## src/rtl/mem_instr_sequencer.sv

```systemverilog
// Hardwired T0..T7 control sequencer for ld, ldi and st; Moore strobes are decoded from the state register.
// Optional SEQ_MEM_READY_EN: memory steps end on mem_ready instead of after the fixed MEM_WAIT count.
module mem_instr_sequencer #(
  parameter int               OPC_W      = 5,
  parameter logic [OPC_W-1:0] OP_LD      = OPC_W'(0),
  parameter logic [OPC_W-1:0] OP_LDI     = OPC_W'(1),
  parameter logic [OPC_W-1:0] OP_ST      = OPC_W'(2),
  parameter int unsigned      MEM_WAIT   = 0,
  parameter bit               AUTO_FETCH = 1'b1
) (
  input  logic             Clock,
  input  logic             Reset_n,
  input  logic             run,
  input  logic             clr_fault,
`ifdef SEQ_MEM_READY_EN
  input  logic             mem_ready,
`endif
  input  logic [OPC_W-1:0] opcode,
  output logic [17:0]      ctrl,
  output logic [3:0]       step,
  output logic             busy,
  output logic             done,
  output logic             fault
);

  localparam int B_PCOUT  = 0;
  localparam int B_MARIN  = 1;
  localparam int B_INCPC  = 2;
  localparam int B_ZIN    = 3;
  localparam int B_READ   = 4;
  localparam int B_MDRIN  = 5;
  localparam int B_ZLOOUT = 6;
  localparam int B_PCIN   = 7;
  localparam int B_MDROUT = 8;
  localparam int B_IRIN   = 9;
  localparam int B_GRA    = 10;
  localparam int B_GRB    = 11;
  localparam int B_BAOUT  = 12;
  localparam int B_YIN    = 13;
  localparam int B_COUT   = 14;
  localparam int B_ROUT   = 15;
  localparam int B_RIN    = 16;
  localparam int B_WRITE  = 17;

  typedef enum logic [3:0] {
    S_IDLE, S_T0, S_T1, S_T2, S_T3, S_T4, S_T5, S_T6, S_T7, S_FAULT
  } state_t;

  typedef enum logic [1:0] {I_LD, I_LDI, I_ST} instr_t;

  state_t     state_q, state_d;
  instr_t     instr_q, instr_d;
  logic       opc_ok;
  logic [3:0] wait_cnt;
  logic       mem_step;
  logic       step_last;

  // Steps that touch memory and may therefore be stretched.
  assign mem_step = (state_q == S_T1) ||
                    (state_q == S_T6 && instr_q == I_LD) ||
                    (state_q == S_T7 && instr_q == I_ST);

`ifdef SEQ_MEM_READY_EN
  assign step_last = mem_ready;
`else
  assign step_last = (wait_cnt == 4'(MEM_WAIT));
`endif

  // NOTE: sequential state uses non-blocking assignments so every register updates from pre-edge values.
  always_ff @(posedge Clock or negedge Reset_n) begin
    if (!Reset_n) begin
      state_q  <= S_IDLE;
      instr_q  <= I_LD;
      wait_cnt <= '0;
    end else begin
      state_q <= state_d;
      if (state_q == S_T2) instr_q <= instr_d;
      if (state_d != state_q)
        wait_cnt <= '0;
      else if (mem_step)
        wait_cnt <= wait_cnt + 4'd1;
    end
  end

  always_comb begin
    // NOTE: every output gets a default first so no path through the case infers a latch.
    state_d = state_q;
    instr_d = instr_q;
    opc_ok  = 1'b1;
    ctrl    = '0;
    step    = 4'hF;
    busy    = 1'b1;
    done    = 1'b0;
    fault   = 1'b0;

    if (opcode == OP_LD)       instr_d = I_LD;
    else if (opcode == OP_LDI) instr_d = I_LDI;
    else if (opcode == OP_ST)  instr_d = I_ST;
    else                       opc_ok  = 1'b0;

    case (state_q)
      S_IDLE: begin
        busy = 1'b0;
        if (run) state_d = S_T0;
      end
      S_T0: begin
        step = 4'd0;
        ctrl[B_PCOUT] = 1'b1;
        ctrl[B_MARIN] = 1'b1;
        ctrl[B_INCPC] = 1'b1;
        ctrl[B_ZIN]   = 1'b1;
        state_d = S_T1;
      end
      S_T1: begin
        step = 4'd1;
        ctrl[B_READ]  = 1'b1;
        ctrl[B_MDRIN] = 1'b1;
        // PC is written back once, in the closing cycle of the fetch read.
        if (step_last) begin
          ctrl[B_ZLOOUT] = 1'b1;
          ctrl[B_PCIN]   = 1'b1;
          state_d = S_T2;
        end
      end
      S_T2: begin
        step = 4'd2;
        ctrl[B_MDROUT] = 1'b1;
        ctrl[B_IRIN]   = 1'b1;
        state_d = opc_ok ? S_T3 : S_FAULT;
      end
      S_T3: begin
        step = 4'd3;
        ctrl[B_GRB]   = 1'b1;
        ctrl[B_BAOUT] = 1'b1;
        ctrl[B_YIN]   = 1'b1;
        state_d = S_T4;
      end
      S_T4: begin
        step = 4'd4;
        ctrl[B_COUT] = 1'b1;
        ctrl[B_ZIN]  = 1'b1;
        state_d = S_T5;
      end
      S_T5: begin
        step = 4'd5;
        ctrl[B_ZLOOUT] = 1'b1;
        if (instr_q == I_LDI) begin
          ctrl[B_GRA] = 1'b1;
          ctrl[B_RIN] = 1'b1;
          done    = 1'b1;
          state_d = (run && AUTO_FETCH) ? S_T0 : S_IDLE;
        end else begin
          ctrl[B_MARIN] = 1'b1;
          state_d = S_T6;
        end
      end
      S_T6: begin
        step = 4'd6;
        ctrl[B_MDRIN] = 1'b1;
        if (instr_q == I_LD) begin
          ctrl[B_READ] = 1'b1;
          if (step_last) state_d = S_T7;
        end else begin
          ctrl[B_GRA]  = 1'b1;
          ctrl[B_ROUT] = 1'b1;
          state_d = S_T7;
        end
      end
      S_T7: begin
        step = 4'd7;
        if (instr_q == I_LD) begin
          ctrl[B_MDROUT] = 1'b1;
          ctrl[B_GRA]    = 1'b1;
          ctrl[B_RIN]    = 1'b1;
          done    = 1'b1;
          state_d = (run && AUTO_FETCH) ? S_T0 : S_IDLE;
        end else begin
          ctrl[B_WRITE] = 1'b1;
          if (step_last) begin
            done    = 1'b1;
            state_d = (run && AUTO_FETCH) ? S_T0 : S_IDLE;
          end
        end
      end
      S_FAULT: begin
        busy  = 1'b0;
        fault = 1'b1;
        if (clr_fault) state_d = S_IDLE;
      end
      default: state_d = S_IDLE;
    endcase
  end

endmodule

```

## config.mk

```make
export PLATFORM = sky130hd
export DESIGN_NAME = mem_instr_sequencer
export DESIGN_NICKNAME = d
export VERILOG_FILES = /design/src/rtl/mem_instr_sequencer.sv
export SDC_FILE = /design/constraint.sdc
export NUM_CORES = 1
export LEC_CHECK = 0
export CELL_PAD_IN_SITES_DETAIL_PLACEMENT = 0
export CELL_PAD_IN_SITES_GLOBAL_PLACEMENT = 2
export CORE_MARGIN = 2
export CORE_UTILIZATION = 27
export CTS_CLUSTER_DIAMETER = 80
export DETAILED_ROUTE_END_ITERATION = 6
export GPL_ROUTABILITY_DRIVEN = 0
export MAX_ROUTING_LAYER = met4
export PLACE_DENSITY = 0.81
export REMOVE_ABC_BUFFERS = 1
export SETUP_SLACK_MARGIN = 0.05
export SLEW_MARGIN = 25
export SYNTH_ARGS = -nofsm -noshare
export SYNTH_HDL_FRONTEND = slang
export SYNTH_SLANG_ARGS = --single-unit
export TNS_END_PERCENT = 30
```

## constraint.sdc

```tcl
create_clock -name Clock -period 3 [get_ports Clock]
set_clock_uncertainty 0.1 [all_clocks]
set_input_delay 0.3 -clock Clock [delete_from_list [all_inputs] [get_ports Clock]]
set_output_delay 0.3 -clock Clock [all_outputs]
set_load 0.01 [all_outputs]
```

==> metrics.yaml <==
route:
  drt-initial-drc-count: 31
  drt_pre_antenna_iters: 4
  post_drt_wl_per_cell_microns: 13.9
  drc: 0
  routed_wl_microns: 2880
  ant_nets: 0
  drt-vias-per-instance: 5.05
  dr_total_vias: 1046
critical_path:
  cp.arrival_ns: 2.39
  cpPeakStageDelay_ns: 0.55
  cp_cell_sequence: "inv_1 > ha_1 > or3b_2 > nor4_2 > o21bai_1 > clkdlybuf4s50_1"
  required_ns: 2.60
  rr_worst_depth: 6
  worst_setup_path_start_kind: "flip-flop"
  cp-end-kind: "output pin"
  cp_slowest_cell: "clkdlybuf4s50_1"
  crit_fanout: 5
  critical_path_class: "flip-flop to output pin"
outcome:
  status: "finished, final reports clean"
floorplanning:
  die_w_microns: 66.2
  coreArea_sq_um: 3690
  start_util: 0.283
  die_h_microns: 66.2
  die_area_sq_um: 4380
  num_io_pins: 34
  fp-row-count: 22
grt:
  grt_max_degree: 21
  first_global_vias: 1031
  overflow: 0
  grt.total_usage: 0.146
  grt_pass1_wl_microns: 4820
  antenna_found_initial: 0
clock_network:
  clkSinkCount: 10
  clockRootBuffer: "clkbuf_8"
  cts_tree: "yes"
  cts_buffers: 3
  clk_latency_ns: 0.23
  cts.clk_slew.worst_paths_ns: 0.05
  cts_max_level: 1
  cts_buffer_depth: 2
timing:
  period_needed_ns: 2.79
  fmax_mhz: 359
  max-slew-margin-rel: 0.596
  maxSlewViolCount: 0
  period_share: 0.928
  setup_violations: 0
  hold_viol: 0
  tightest_slew_ns: 0.606
  rsz0062_at_grt: "no"
  tns_ns: 0
final_layout:
  drive_above_1_share: 0.132
  fillers: 397
  nets: 172
  diodes: 0
  area_delta_synth_final_pct: 38.1
power_and_ir_drop:
  peakVddDrop_mv: 0.403
  p_total_mw: 1.37
  powerDensity_nw_per_um2: 950
  power.leakage_nw: 0.558
worst_hold_path:
  hp-class: "input pin to async pin"
logic_synthesis:
  synth_flop_cell: "dfrtp_1"
  asyncSetResetFlopFracSynth: 1.00
  ys_ff_latch: 10
  ys_seq_area_frac: 0.240
  avgSynthCellArea_sq_um: 7.98
  synth_edf_count: 0
  synth_area_sq_um: 1040
  yosysUniqueCellTypes: 52
  syn_inst: 131
  ys_warn_count: 0
flow_run:
  drv_cap: 0
placement:
  hpwl_microns: 2190
  portBuffers: 33
-- cell type report --
type	count	area, sq um	area share
Timing Repair Buffer	36	353	0.245
Inverter	5	18.8	0.0130
Clock buffer	3	41.3	0.0286
Sequential cell	10	250	0.173
Tap cell	48	60.1	0.0416
Multi-Input combinational cell	105	719	0.499
-- critical path, delay by kind of cell (launching register included) --
family,cells,cell delay (ns)
and+or+nand+nor,2,0.80
buffers and inverters,2,0.62
DFF,1,0.41
adders and majority gates,1,0.18
AOI/OAI and AO/OA,1,0.15
-- cells by family (layout without fill, tap and decap cells) --
kind of cell	count (synthesis)	after routing	share of synthesized area
compound gates	31	31	0.243
xor+xnor	4	4	0.0335
fa+ha+maj	2	2	0.0239
buf+inv	16	44	0.0778
flops	10	10	0.240
mux	3	3	0.0335
simple gates	65	65	0.349
-- placed cells by master (no fill, tap or decap), drive strengths merged, types with 3 or more instances in the layout --
| master | netlist | routed |
|---|---|---|
| a21oi | 8 | 8 |
| buf | 7 | 3 |
| clkbuf | 4 | 3 |
| clkdlybuf4s50 | 0 | 33 |
| dfrtp | 10 | 10 |
| inv | 5 | 5 |
| nand2 | 9 | 9 |
| nand2b | 9 | 9 |
| nand3 | 6 | 6 |
| nor2 | 15 | 15 |
| nor3 | 10 | 10 |
| o21ai | 6 | 6 |
| xnor2 | 3 | 3 |
-- flip-flops by register name (all words and copies together), names as in the netlist --
name      count
state_q       4
wait_cnt      4
instr_q       2
-- where the power goes --
part           internal, mW  total (mW)  switching [mW]
combinational         0.494       0.942           0.448
sequential            0.170       0.294           0.124
clock                0.0874       0.135          0.0472
-- per-layer routing --
layer,track usage,share of wire
met1,0.202,0.48
met5,-,0
met4,0.0230,0.0021
met3,0.0204,0.030
met2,0.231,0.48
-- synth_stat cells, types with 3 or more instances --
cell type | instances | area [sq um]
buf_4 | 3 | 22.5
nand3_1 | 6 | 30.0
xnor2_1 | 3 | 26.3
nand2_1 | 9 | 33.8
dfrtp_1 | 10 | 250
nor2_1 | 14 | 52.6
o21ai_0 | 5 | 25.0
inv_1 | 5 | 18.8
nand2b_1 | 9 | 56.3
clkbuf_1 | 4 | 15.0
nor3_1 | 10 | 50.1
a21oi_1 | 7 | 35.0
-- path summary, 6_finish.rpt --
check,end,start,slack (ns)
setup / recovery,ctrl[6],wait_cnt[0],0.21
hold / removal,wait_cnt[1],Reset_n,0.30
setup reg to reg,wait_cnt[1],state_q[2],0.84
hold reg to reg,wait_cnt[3],wait_cnt[3],0.51
max in group asynchronous,instr_q[1],Reset_n,2.18
min in group Clock,wait_cnt[3],wait_cnt[3],0.51
-- what timing repair did --
item | in CTS | in global routing
gates resized for setup | 0 | 1
setup endpoints to repair | 0 | 1
hold buffers | 0 | 0
buffers inserted | 0 | 0
-- metrics by stage --
step           utilization  setup slack, ns  std cells  area (sq um)  hold WS (ns)
2_1_floorplan            -            0.799        120           982       -0.0956
3_3_place_gp         0.378            0.433        204          1400         0.500
3_5_place_dp         0.378            0.387        204          1400         0.502
4_1_cts              0.389            0.139        207          1440         0.311
5_1_grt              0.391            0.119        207          1440         0.340
6_report             0.391            0.215        207          1440         0.298
Power figures use the tool's default switching activity.
